## config.mk

```make
export PLATFORM = sky130hd
export DESIGN_NAME = vga_timing_pipe
export DESIGN_NICKNAME = d
export VERILOG_FILES = /design/src/rtl/vga_pkg.sv /design/src/rtl/vga_delay_line.sv /design/src/rtl/vga_timing_pipe.sv
export SDC_FILE = /design/constraint.sdc
export NUM_CORES = 1
export LEC_CHECK = 0
export BUFFER_PORTS_ARGS = -buffer_cell sky130_fd_sc_hd__buf_4
export CAP_MARGIN = 20
export CORE_ASPECT_RATIO = 0.5
export CORE_MARGIN = 4
export CORE_UTILIZATION = 24
export DETAILED_ROUTE_END_ITERATION = 12
export HOLD_SLACK_MARGIN = 0.15
export SLEW_MARGIN = 25
export SYNTH_ARGS = -nofsm -noshare
export SYNTH_HDL_FRONTEND = slang
export SYNTH_SLANG_ARGS = --single-unit
```

## constraint.sdc

```tcl
create_clock -name CLK -period 6.2 [get_ports CLK]
set_input_delay 0.31 -clock CLK [delete_from_list [all_inputs] [get_ports CLK]]
set_output_delay 0.31 -clock CLK [all_outputs]
set_load 0.02 [all_outputs]
```

## src/rtl/vga_pkg.sv

```systemverilog
// -----------------------------------------------------------------------------
// vga_pkg
// Shared constants for the VGA raster pipeline: default 1280x1024@60 timing
// (108 MHz pixel clock), colour/coordinate widths and the test-pattern mode
// encodings driven on MODE.
// No ports (package).
// -----------------------------------------------------------------------------
package vga_pkg;

  // 1280x1024@60 horizontal timing, in pixel clocks
  localparam int VGA_H_ACTIVE = 1280;
  localparam int VGA_H_FP     = 48;
  localparam int VGA_H_SYNC   = 112;
  localparam int VGA_H_BP     = 248;

  // 1280x1024@60 vertical timing, in lines
  localparam int VGA_V_ACTIVE = 1024;
  localparam int VGA_V_FP     = 1;
  localparam int VGA_V_SYNC   = 3;
  localparam int VGA_V_BP     = 38;

  // Datapath widths
  localparam int VGA_COLOR_W  = 4;
  localparam int VGA_COORD_W  = 12;

  // Test-pattern mode encodings
  localparam logic [1:0] MODE_PASS = 2'd0;
  localparam logic [1:0] MODE_BARS = 2'd1;
  localparam logic [1:0] MODE_GRID = 2'd2;
  localparam logic [1:0] MODE_GREY = 2'd3;

endpackage

```

## src/rtl/vga_delay_line.sv

```systemverilog
// -----------------------------------------------------------------------------
// vga_delay_line
// Fixed-depth synchronous shift register with a synchronous reset value.
// Carries the timing bundle so it lines up with the drawing logic's colour.
// DEPTH=0 degenerates to a wire.
// Ports:
//   CLK      in   pixel clock
//   RESET    in   synchronous, active-high; loads every stage with RST_VAL
//   bundle   in   WIDTH-bit word entering the line
//   delayed  out  word that entered DEPTH clocks earlier
// -----------------------------------------------------------------------------
module vga_delay_line #(
  parameter int               WIDTH   = 8,
  parameter int               DEPTH   = 1,
  parameter logic [WIDTH-1:0] RST_VAL = '0
) (
  input  logic             CLK,
  input  logic             RESET,
  input  logic [WIDTH-1:0] bundle,
  output logic [WIDTH-1:0] delayed
);

  generate
    if (DEPTH == 0) begin : g_wire
      assign delayed = bundle;
    end else begin : g_shift
      logic [WIDTH-1:0] stage_r [DEPTH];

      // Shift the bundle one stage per clock; reset loads the idle value everywhere
      always_ff @(posedge CLK) begin
        if (RESET) begin
          for (int i = 0; i < DEPTH; i++) begin
            stage_r[i] <= RST_VAL;
          end
        end else begin
          stage_r[0] <= bundle;
          for (int i = 1; i < DEPTH; i++) begin
            stage_r[i] <= stage_r[i-1];
          end
        end
      end

      assign delayed = stage_r[DEPTH-1];
    end
  endgenerate

endmodule

```

## src/rtl/vga_timing_pipe.sv

```systemverilog
// -----------------------------------------------------------------------------
// vga_timing_pipe
// VGA raster generator and connector output stage. Issues pixel coordinates to
// the drawing logic, takes its colour PIX_LAT clocks later, and registers
// colour/blanking/syncs aligned at the connector. Offers test patterns
// selected frame-synchronously via MODE.
// Ports:
//   CLK          in   pixel clock
//   RESET        in   synchronous, active-high
//   MODE         in   0 pass-through, 1 colour bars, 2 grid, 3 mid-grey
//   PIX_RED/GREEN/BLUE in  drawing-logic colour for the coordinate issued
//                          PIX_LAT clocks earlier
//   HORZ_COORD   out  horizontal counter
//   VERT_COORD   out  vertical counter
//   ACTIVE       out  current coordinate is visible
//   LINE_START   out  pulse when HORZ_COORD==0
//   FRAME_START  out  pulse when HORZ_COORD==0 and VERT_COORD==0
//   VGA_RED/GREEN/BLUE out registered connector colour
//   VGA_HS/VGA_VS     out registered syncs, polarity set by HS_POL/VS_POL
// Connector outputs show coordinate (h,v) PIX_LAT+1 clocks after it is issued.
// -----------------------------------------------------------------------------
module vga_timing_pipe
  import vga_pkg::*;
#(
  parameter int H_ACTIVE = VGA_H_ACTIVE,
  parameter int H_FP     = VGA_H_FP,
  parameter int H_SYNC   = VGA_H_SYNC,
  parameter int H_BP     = VGA_H_BP,
  parameter int V_ACTIVE = VGA_V_ACTIVE,
  parameter int V_FP     = VGA_V_FP,
  parameter int V_SYNC   = VGA_V_SYNC,
  parameter int V_BP     = VGA_V_BP,
  parameter bit HS_POL   = 1'b1,
  parameter bit VS_POL   = 1'b1,
  parameter int COLOR_W  = VGA_COLOR_W,
  parameter int COORD_W  = VGA_COORD_W,
  parameter int PIX_LAT  = 1
) (
  input  logic               CLK,
  input  logic               RESET,
  input  logic [1:0]         MODE,
  input  logic [COLOR_W-1:0] PIX_RED,
  input  logic [COLOR_W-1:0] PIX_GREEN,
  input  logic [COLOR_W-1:0] PIX_BLUE,
  output logic [COORD_W-1:0] HORZ_COORD,
  output logic [COORD_W-1:0] VERT_COORD,
  output logic               ACTIVE,
  output logic               LINE_START,
  output logic               FRAME_START,
  output logic [COLOR_W-1:0] VGA_RED,
  output logic [COLOR_W-1:0] VGA_GREEN,
  output logic [COLOR_W-1:0] VGA_BLUE,
  output logic               VGA_HS,
  output logic               VGA_VS
);

  localparam int H_TOTAL = H_ACTIVE + H_FP + H_SYNC + H_BP;
  localparam int V_TOTAL = V_ACTIVE + V_FP + V_SYNC + V_BP;

  localparam logic [COORD_W-1:0] H_LAST     = COORD_W'(H_TOTAL - 1);
  localparam logic [COORD_W-1:0] V_LAST     = COORD_W'(V_TOTAL - 1);
  localparam logic [COORD_W-1:0] H_ACT_END  = COORD_W'(H_ACTIVE);
  localparam logic [COORD_W-1:0] V_ACT_END  = COORD_W'(V_ACTIVE);
  localparam logic [COORD_W-1:0] HS_START   = COORD_W'(H_ACTIVE + H_FP);
  localparam logic [COORD_W-1:0] HS_END     = COORD_W'(H_ACTIVE + H_FP + H_SYNC);
  localparam logic [COORD_W-1:0] VS_START   = COORD_W'(V_ACTIVE + V_FP);
  localparam logic [COORD_W-1:0] VS_END     = COORD_W'(V_ACTIVE + V_FP + V_SYNC);
  localparam logic [COORD_W-1:0] BAR_LAST   = COORD_W'(H_ACTIVE / 8 - 1);
  localparam logic [COORD_W-1:0] GRID_MASK  = COORD_W'(63);
  localparam logic [COORD_W-1:0] COORD_ONE  = COORD_W'(1);
  localparam logic [COLOR_W-1:0] GREY_LEVEL = {1'b1, {(COLOR_W-1){1'b0}}};

  // Bundle layout: {active, hs, vs, mode, v, h}; hs/vs are logical (1 = in sync)
  localparam int BUNDLE_W = 3 + 2 + 2 * COORD_W;

  logic [COORD_W-1:0]  h_r;
  logic [COORD_W-1:0]  v_r;
  logic [1:0]          mode_r;
  logic [1:0]          cur_mode_s;
  logic                active_s;
  logic                hs_s;
  logic                vs_s;
  logic                frame_start_s;
  logic [BUNDLE_W-1:0] bundle_s;
  logic [BUNDLE_W-1:0] delayed_s;

  logic                d_active_s;
  logic                d_hs_s;
  logic                d_vs_s;
  logic [1:0]          d_mode_s;
  logic [COORD_W-1:0]  d_h_s;
  logic [COORD_W-1:0]  d_v_s;

  logic [2:0]          bar_r;
  logic [COORD_W-1:0]  seg_r;
  logic [2:0]          cur_bar_s;
  logic [COORD_W-1:0]  cur_seg_s;
  logic                grid_s;

  logic [COLOR_W-1:0]  src_red_s;
  logic [COLOR_W-1:0]  src_green_s;
  logic [COLOR_W-1:0]  src_blue_s;
  logic [COLOR_W-1:0]  red_r;
  logic [COLOR_W-1:0]  green_r;
  logic [COLOR_W-1:0]  blue_r;
  logic                hs_r;
  logic                vs_r;

  // ---------------------------------------------------------------------------
  // Raster counters
  // ---------------------------------------------------------------------------

  // Horizontal/vertical position; reset wins over counting and aborts the frame
  always_ff @(posedge CLK) begin
    if (RESET) begin
      h_r <= '0;
      v_r <= '0;
    end else if (h_r == H_LAST) begin
      h_r <= '0;
      if (v_r == V_LAST) begin
        v_r <= '0;
      end else begin
        v_r <= v_r + COORD_ONE;
      end
    end else begin
      h_r <= h_r + COORD_ONE;
      v_r <= v_r;
    end
  end

  assign active_s      = (h_r < H_ACT_END) && (v_r < V_ACT_END);
  assign hs_s          = (h_r >= HS_START) && (h_r < HS_END);
  assign vs_s          = (v_r >= VS_START) && (v_r < VS_END);
  assign frame_start_s = (h_r == '0) && (v_r == '0);

  assign HORZ_COORD  = h_r;
  assign VERT_COORD  = v_r;
  assign ACTIVE      = active_s;
  assign LINE_START  = (h_r == '0);
  assign FRAME_START = frame_start_s;

  // ---------------------------------------------------------------------------
  // Frame-synchronous mode selection
  // ---------------------------------------------------------------------------

  // Pixel (0,0) already uses the freshly sampled MODE, so the whole frame
  // (including the first pixels still in flight) shares one mode.
  assign cur_mode_s = frame_start_s ? MODE : mode_r;

  // Hold the mode for the rest of the frame once sampled at frame start
  always_ff @(posedge CLK) begin
    if (RESET) begin
      mode_r <= MODE_PASS;
    end else if (frame_start_s) begin
      mode_r <= MODE;
    end else begin
      mode_r <= mode_r;
    end
  end

  // ---------------------------------------------------------------------------
  // Alignment with the drawing logic's latency
  // ---------------------------------------------------------------------------

  assign bundle_s = {active_s, hs_s, vs_s, cur_mode_s, v_r, h_r};

  vga_delay_line #(
    .WIDTH   (BUNDLE_W),
    .DEPTH   (PIX_LAT),
    .RST_VAL ({BUNDLE_W{1'b0}})
  ) u_delay (
    .CLK     (CLK),
    .RESET   (RESET),
    .bundle  (bundle_s),
    .delayed (delayed_s)
  );

  assign {d_active_s, d_hs_s, d_vs_s, d_mode_s, d_v_s, d_h_s} = delayed_s;

  // ---------------------------------------------------------------------------
  // Colour-bar segment tracking on the delayed coordinate
  // ---------------------------------------------------------------------------

  // A new line restarts at bar 0; otherwise continue from the tracked state
  always_comb begin
    cur_bar_s = bar_r;
    cur_seg_s = seg_r;
    if (d_h_s == '0) begin
      cur_bar_s = 3'd0;
      cur_seg_s = '0;
    end else begin
      cur_bar_s = bar_r;
      cur_seg_s = seg_r;
    end
  end

  // Step through H_ACTIVE/8-pixel bars without a divider; bars past 7 only
  // occur in blanking, where colour is forced to zero anyway.
  always_ff @(posedge CLK) begin
    if (RESET) begin
      bar_r <= 3'd0;
      seg_r <= '0;
    end else if (cur_seg_s == BAR_LAST) begin
      bar_r <= cur_bar_s + 3'd1;
      seg_r <= '0;
    end else begin
      bar_r <= cur_bar_s;
      seg_r <= cur_seg_s + COORD_ONE;
    end
  end

  // Grid lines every 64 pixels/lines; masking keeps the full coordinate in use
  assign grid_s = ((d_h_s & GRID_MASK) == '0) || ((d_v_s & GRID_MASK) == '0);

  // ---------------------------------------------------------------------------
  // Pattern source and connector register
  // ---------------------------------------------------------------------------

  // Pick the colour source for the delayed coordinate's mode
  always_comb begin
    src_red_s   = '0;
    src_green_s = '0;
    src_blue_s  = '0;
    case (d_mode_s)
      MODE_PASS: begin
        src_red_s   = PIX_RED;
        src_green_s = PIX_GREEN;
        src_blue_s  = PIX_BLUE;
      end
      MODE_BARS: begin
        src_red_s   = {COLOR_W{cur_bar_s[2]}};
        src_green_s = {COLOR_W{cur_bar_s[1]}};
        src_blue_s  = {COLOR_W{cur_bar_s[0]}};
      end
      MODE_GRID: begin
        if (grid_s) begin
          src_red_s   = '1;
          src_green_s = '1;
          src_blue_s  = '1;
        end else begin
          src_red_s   = '0;
          src_green_s = '0;
          src_blue_s  = '0;
        end
      end
      MODE_GREY: begin
        src_red_s   = GREY_LEVEL;
        src_green_s = GREY_LEVEL;
        src_blue_s  = GREY_LEVEL;
      end
      default: begin
        src_red_s   = '0;
        src_green_s = '0;
        src_blue_s  = '0;
      end
    endcase
  end

  // Register blanked colour and polarity-adjusted syncs for the connector
  always_ff @(posedge CLK) begin
    if (RESET) begin
      red_r   <= '0;
      green_r <= '0;
      blue_r  <= '0;
      hs_r    <= ~HS_POL;
      vs_r    <= ~VS_POL;
    end else begin
      if (d_active_s) begin
        red_r   <= src_red_s;
        green_r <= src_green_s;
        blue_r  <= src_blue_s;
      end else begin
        red_r   <= '0;
        green_r <= '0;
        blue_r  <= '0;
      end
      hs_r <= d_hs_s ? HS_POL : ~HS_POL;
      vs_r <= d_vs_s ? VS_POL : ~VS_POL;
    end
  end

  assign VGA_RED   = red_r;
  assign VGA_GREEN = green_r;
  assign VGA_BLUE  = blue_r;
  assign VGA_HS    = hs_r;
  assign VGA_VS    = vs_r;

endmodule

```

==> run_results.csv, run 1 <==
group,metric,value,unit
synth,synth.yosys.seq_area_share,0.480,
hold_path,hold_end,"VGA_GREEN[2]",
critical_path,worst-r2r-setup-slack,3.00,ns
sta,tightest_slew,0.743,ns
sta,fin_skew,0.00685,ns
critical_path,worstPathArrival,3.45,ns
pwr,ir_drop,0.167,mV
synth,netlist.area_leader.share,0.480,
final_layout,drive_gt1_frac,0.181,
sta,rsz0062_at_grt,"false",
die,rows,29,
final_layout,ff_latch_area,1520,um2
placed_design,pre_cts_ws,3.04,ns
routing,finalWirelength,7540,um
routing,firstDrtPassIters,4,
routing,routedWlPerCell,12.8,um
hold_path,hold_path_depth,3,
final_layout,multiInputGateArea,1520,um2
final_layout,final_cell_mix,"76 x dfxtp_1, 57 x buf_4, 41 x nor2_1",
synth,synthesis.instances,363,
hold_path,hold_start,"PIX_GREEN[2]",
synth,synthDistinctLibCells,40,
sta,max_slew_margin,0.502,
routing,vias,2726,
clock_tree,post_cts_resized,0,
final_layout,layout.nets,437,
clock_tree,cts.sinks,76,
global_routing,antenna_found_initial,0,
synth,synth_area_leader_cell,"dfxtp_1",
critical_path,timing.rr.start,"u_delay.g_shift.stage_r[0][1]",
critical_path,r2r_end,"seg_r[11]",
die,io_pins,57,
final_layout,area_growth,27.4,%
synth,synth_nets,386,
die,core_area,12800,um2
die,die_width,170,um
global_routing,grt_pass1_vias,2425,
placed_design,hpwlAfterDp,5330,um
outcome,status,"finished, final reports clean",
synth,syn_area,3170,um2
pwr,p_leak,1.53,nW
sta,postLayoutSetupSlackWorst,3.00,ns
sta,fmax,313,MHz
routing,viasPerCell,4.63,
critical_path,crit_fanout,15,
sta,layout_min_cycle_time,3.20,ns
clock_tree,cts_tree,"yes",
synth,synth.avg_cell_area,8.73,um2
pwr,power.density,276,nW/um2
final_layout,final_common_cell,"dfxtp_1",
critical_path,critical_path_class,"flip-flop to flip-flop",
die,die_y,89.2,um
die,start_util,0.248,
placed_design,place_congestion,0.774,
clock_tree,clk_pin_slew,0.06,ns
sta,period_share,0.516,
sta,maxSlewViolCount,0,
clock_tree,clockBufferDepth,2,
global_routing,grt_overflow,0,
routing,drc,0,
final_layout,final_area,4040,um2
placed_design,placed_area,3730,um2
hold_path,hp-class,"input pin to flip-flop",
critical_path,cp-end-kind,"flip-flop",
final_layout,diodes,0,
synth,yosys_warnings,0,
routing,dr.first_iter.drc_count,98,
routing,ant_nets,0,
clock_tree,cts.htree.levels,3,
global_routing,grt_pass1_wl,11900,um
synth,ys_ff_latch,76,
critical_path,critPathLaunch,"u_delay.g_shift.stage_r[0][1]",
sta,final.setup.tns,0,ns
clock_tree,post-cts-setup-buffers,0,
critical_path,r2r_cells,8,
final_layout,fillers,1349,
die,die_area,15200,um2
clock_tree,cts_inserted_buffers,9,
synth,yosys-top-cells-area,"dfxtp_1 48%, nor2_1 4.9%, a21oi_1 4.6%, nand2_1 3.3%, nor2b_1 3.2%",
global_routing,grt_usage,0.0985,
clock_tree,hold_buffers,0,
critical_path,cp-start-kind,"flip-flop",
sta,setup_viol,0,
placed_design,place.port_buffers,56,
global_routing,grt_max_degree,30,
critical_path,worstPathRequired,6.46,ns
clock_tree,cts_root_buf,"clkbuf_16",
sta,hold_viol,0,
flow_run,drv_cap,0,
clock_tree,clk_latency,0.34,ns
## registers in the layout, summed over array words and instances, names as in the netlist
register	count
VGA_HS	1
mode_r	1
u_delay.g_shift.stage_r	22
bar_r	3
VGA_RED	4
VGA_VS	1
VERT_COORD	12
HORZ_COORD	12
VGA_GREEN	4
VGA_BLUE	4
seg_r	12
## stage by stage
stage	cells	power (W)	utilization	hold slack, ns
global placement	573	0.000598	0.292	0.429
finish	589	0.00111	0.316	0.229
floorplan	363	0.000565	-	0.414
global route	589	0.00116	0.316	0.225
CTS	589	0.00113	0.316	0.219
detailed placement	573	0.000598	0.292	0.441
## area by class of cell
type	instances	share of cell area
multi-input cells	256	0.377
clock buffers	11	0.0601
flip-flops and latches	76	0.377
inverters	14	0.0130
clock inverters	5	0.0149
well taps	170	0.0527
repair buffers	57	0.106
## cells by family (layout without fill, tap and decap cells)
kind of cell / Yosys count / after routing / share of synthesized area
DFF: 76 / 76 / 0.480
adders and majority gates: 7 / 7 / 0.0276
and+or+nand+nor: 173 / 173 / 0.295
buffers and inverters: 31 / 87 / 0.0399
AOI/OAI and AO/OA: 55 / 55 / 0.0983
xor gates and xnor gates: 20 / 20 / 0.0553
muxes: 1 / 1 / 0.00316
## how the worst max path moves through the flow
stage	endpoint	slack, ns	cells past startpoint
after detailed placement	seg_r[10]	3.04	8
final	seg_r[11]	3.00	8
after CTS	seg_r[11]	3.02	8
after floorplan	seg_r[10]	3.73	9
after global placement	seg_r[11]	3.21	8
after global routing	seg_r[10]	2.70	8
## worst max-delay path: stages, from the launching register on
cell and delay [ns]:
dfxtp_1 0.30, nor4_1 0.53, nand4_1 0.60, and2_1 0.38, ha_1 0.23, and4_1 0.24, nand4_1 0.28, nand3_1 0.34
a21oi_1 0.22
## cells in the mapped netlist
| library cell | n |
|---|---|
| a211oi_1 | 2 |
| a21oi_1 | 29 |
| a311oi_1 | 1 |
| a31o_2 | 2 |
| a31oi_1 | 2 |
| and2_1 | 5 |
| and3_1 | 3 |
| and3b_1 | 1 |
| and4_1 | 7 |
| and4b_1 | 1 |
| buf_2 | 2 |
| buf_6 | 1 |
| clkbuf_1 | 14 |
| clkinv_1 | 1 |
| dfxtp_1 | 76 |
| ha_1 | 7 |
| inv_1 | 13 |
| mux2i_1 | 1 |
| nand2_1 | 28 |
| nand2b_1 | 2 |
| nand3_1 | 17 |
| nand3b_1 | 4 |
| nand4_1 | 14 |
| nor2_1 | 41 |
| nor2b_1 | 16 |
| nor3_1 | 7 |
| nor3b_1 | 1 |
| nor4_1 | 8 |
| nor4b_1 | 4 |
| o211a_1 | 1 |
| o21a_1 | 1 |
| o21ai_0 | 12 |
| o21ai_1 | 1 |
| o31ai_1 | 4 |
| or3_1 | 6 |
| or4_1 | 6 |
| or4_4 | 1 |
| or4b_2 | 1 |
| xnor2_1 | 9 |
| xor2_1 | 11 |
## power by group
part / leakage (nW) / internal [W] / switching [W]
combinational: 0.770 / 0.0000317 / 0.0000475
sequential: 0.616 / 0.000499 / 0.00000856
clock: 0.146 / 0.000324 / 0.000202
## per-layer routing
layer  vias up  part of all wire  GRT usage
met5         -                 0          0
met2        51              0.47      0.159
li1       1376                 -          -
met4         0             0.014     0.0333
met1      1288              0.46      0.123
met3        11             0.049     0.0367
Note: power is estimated with default switching activity, not from simulation.
==> run 2: changes to the inputs <==
==> constraint.sdc (replaced) <==
create_clock -name CLK -period 2.88 [get_ports CLK]
set_input_delay 0.144 -clock CLK [delete_from_list [all_inputs] [get_ports CLK]]
set_output_delay 0.144 -clock CLK [all_outputs]
set_load 0.02 [all_outputs]
==> run 2 against run 1 <==
Clock skew is 0.0023 ns higher. Worst setup slack worse by 2.6 ns. Worst hold slack got worse by 0.068 ns. Final cell count grew 2.7%. Cell area grew 4.2%. Sequential share of layout area is 1.5 points lower. First-iteration DRC count did not move. Die area unchanged. Core utilization increased by 1.3 points. Critical path depth stayed put. Global-route usage grew 0.47 points. Power up 120%. Critical path type unchanged. Critical endpoint is now seg_r[9].
==> run_results.csv, run 2 (synthesis gave the netlist of run 1 again) <==
group,metric,value,unit
final_layout,regMostFlops,"u_delay.g_shift.stage_r",
sta,final.setup.tns,0,ns
final_layout,drive_gt1_frac,0.184,
outcome,status,"finished, final reports clean",
critical_path,crit_fanout,9,
clock_tree,clk_pin_slew,0.06,ns
final_layout,largest_reg_flops,22,
critical_path,r2r_end,"seg_r[9]",
routing,drc,0,
hold_path,hold_start,"RESET",
hold_path,hold_path_depth,2,
die,start_util,0.248,
clock_tree,cts_root_buf,"clkbuf_16",
placed_design,place_congestion,0.806,
global_routing,grt_max_degree,30,
routing,met3WireLength,336,um
critical_path,worstPathCellList,"nor4_1 -> nand4_1 -> and2_1 -> ha_1 -> and4_1 -> nand4_1 -> nand3_1 -> a21oi_1",
routing,finalWirelength,7730,um
critical_path,cp_num_buf_inv,0,
critical_path,critPathMaxStageDelay,0.38,ns
critical_path,worstPathArrival,2.74,ns
critical_path,critPathLaunch,"u_delay.g_shift.stage_r[0][1]",
critical_path,cp-start-kind,"flip-flop",
critical_path,cpMostUsedCell,"nand4_1",
hold_path,hold_end,"u_delay.g_shift.stage_r[0][12]",
critical_path,crit_slowest_cell,"nand4_1",
pwr,power.density,589,nW/um2
routing,dr.first_iter.drc_count,98,
flow_run,drv_cap,0,
global_routing,grt_usage,0.103,
global_routing,grt_overflow,0,
clock_tree,cts.htree.levels,3,
sta,fmax,403,MHz
sta,postLayoutSetupSlackWorst,0.396,ns
sta,tightest_slew,0.766,ns
clock_tree,cts_inserted_buffers,9,
critical_path,worst-r2r-setup-slack,0.40,ns
clock_tree,clk_latency,0.34,ns
routing,viasPerCell,4.54,
routing,wl_met1,3560,um
routing,vias,2748,
sta,hold_viol,0,
sta,setup_viol,0,
routing,highest_layer,"met4",
critical_path,worstPathRequired,3.14,ns
final_layout,layout.nets,454,
routing,routedWlPerCell,12.8,um
die,die_y,89.2,um
final_layout,fillers,1334,
sta,layout_min_cycle_time,2.48,ns
clock_tree,clockBufferDepth,2,
final_layout,diodes,0,
placed_design,dp_cells,577,
final_layout,final_area,4210,um2
critical_path,critPathTopFamily,"simple AND/OR/NAND/NOR gates",
critical_path,r2r_cells,8,
critical_path,critical_path_class,"flip-flop to flip-flop",
pwr,ir_drop,0.363,mV
routing,ant_nets,0,
global_routing,grt_pass1_wl,12600,um
global_routing,antenna_found_initial,0,
final_layout,stdcell_count,605,
sta,maxSlewViolCount,0,
placed_design,pre_cts_ws,0.426,ns
die,io_pins,57,
clock_tree,post_cts_resized,0,
placed_design,hpwlAfterDp,5480,um
clock_tree,hold_buffers,13,
die,core_area,12800,um2
sta,rsz0062_at_grt,"false",
clock_tree,post-cts-setup-buffers,0,
sta,period_share,0.863,
clock_tree,cts.sinks,76,
critical_path,cp-end-kind,"flip-flop",
routing,wl_met2,3720,um
final_layout,final_common_cell,"dfxtp_1",
die,die_width,170,um
placed_design,place.port_buffers,56,
final_layout,area_growth,32.9,%
final_layout,utilization,0.330,
die,die_area,15200,um2
die,rows,29,
sta,fin_skew,0.00912,ns
routing,firstDrtPassIters,4,
pwr,p_leak,1.61,nW
global_routing,grt_pass1_vias,2580,
placed_design,placed_area,3760,um2
clock_tree,cts_tree,"yes",
final_layout,final_cell_mix,"76 x dfxtp_1, 61 x buf_4, 41 x nor2_1",
hold_path,hp-class,"input pin to flip-flop",
sta,max_slew_margin,0.487,
critical_path,timing.rr.start,"u_delay.g_shift.stage_r[0][1]",
-- run 2: changes by cell type in the layout (fill, tap and decap cells not counted), sizes merged --
cell / change
bufinv: +1
buf: +4
clkinvlp: +1
dlygate4sd3: +13
clkinv: -1
clkbuf: -2
-- run 2: metrics by stage --
| stage | power [W] | hold WS, ns |
|---|---|---|
| global route | 0.00257 | 0.161 |
| global placement | 0.00129 | 0.403 |
| detailed placement | 0.00129 | 0.405 |
| CTS | 0.00251 | 0.161 |
| floorplan | 0.00122 | 0.284 |
| finish | 0.00248 | 0.161 |
-- run 2: metal layers --
layer,vias up,GRT usage
met5,-,0
met4,0,0.0348
met3,11,0.0349
met2,43,0.178
met1,1276,0.123
li1,1418,-
-- run 2: worst max-delay path by stage --
stage,endpoint,cells past startpoint,slack (ns)
floorplan,seg_r[10],9,0.41
global placement,seg_r[9],8,0.50
detailed placement,seg_r[9],8,0.43
CTS,seg_r[9],8,0.41
global route,seg_r[9],8,0.17
finish,seg_r[9],8,0.40
-- run 2: final cells by class --
cell class	count	area, um2	share of cell area
sequential	76	1520	0.361
multi-input combinational	256	1520	0.361
timing repair buffer	74	588	0.140
clock buffer	9	225	0.0535
tap	170	213	0.0505
clock inverter	6	88.8	0.0211
inverter	14	52.6	0.0125
-- run 2: report_power, final --
part | internal, W | switching, W | leakage, nW
Clock | 0.000755 | 0.000438 | 0.148
Sequential | 0.00107 | 0.0000181 | 0.616
Combinational | 0.0000850 | 0.000108 | 0.842
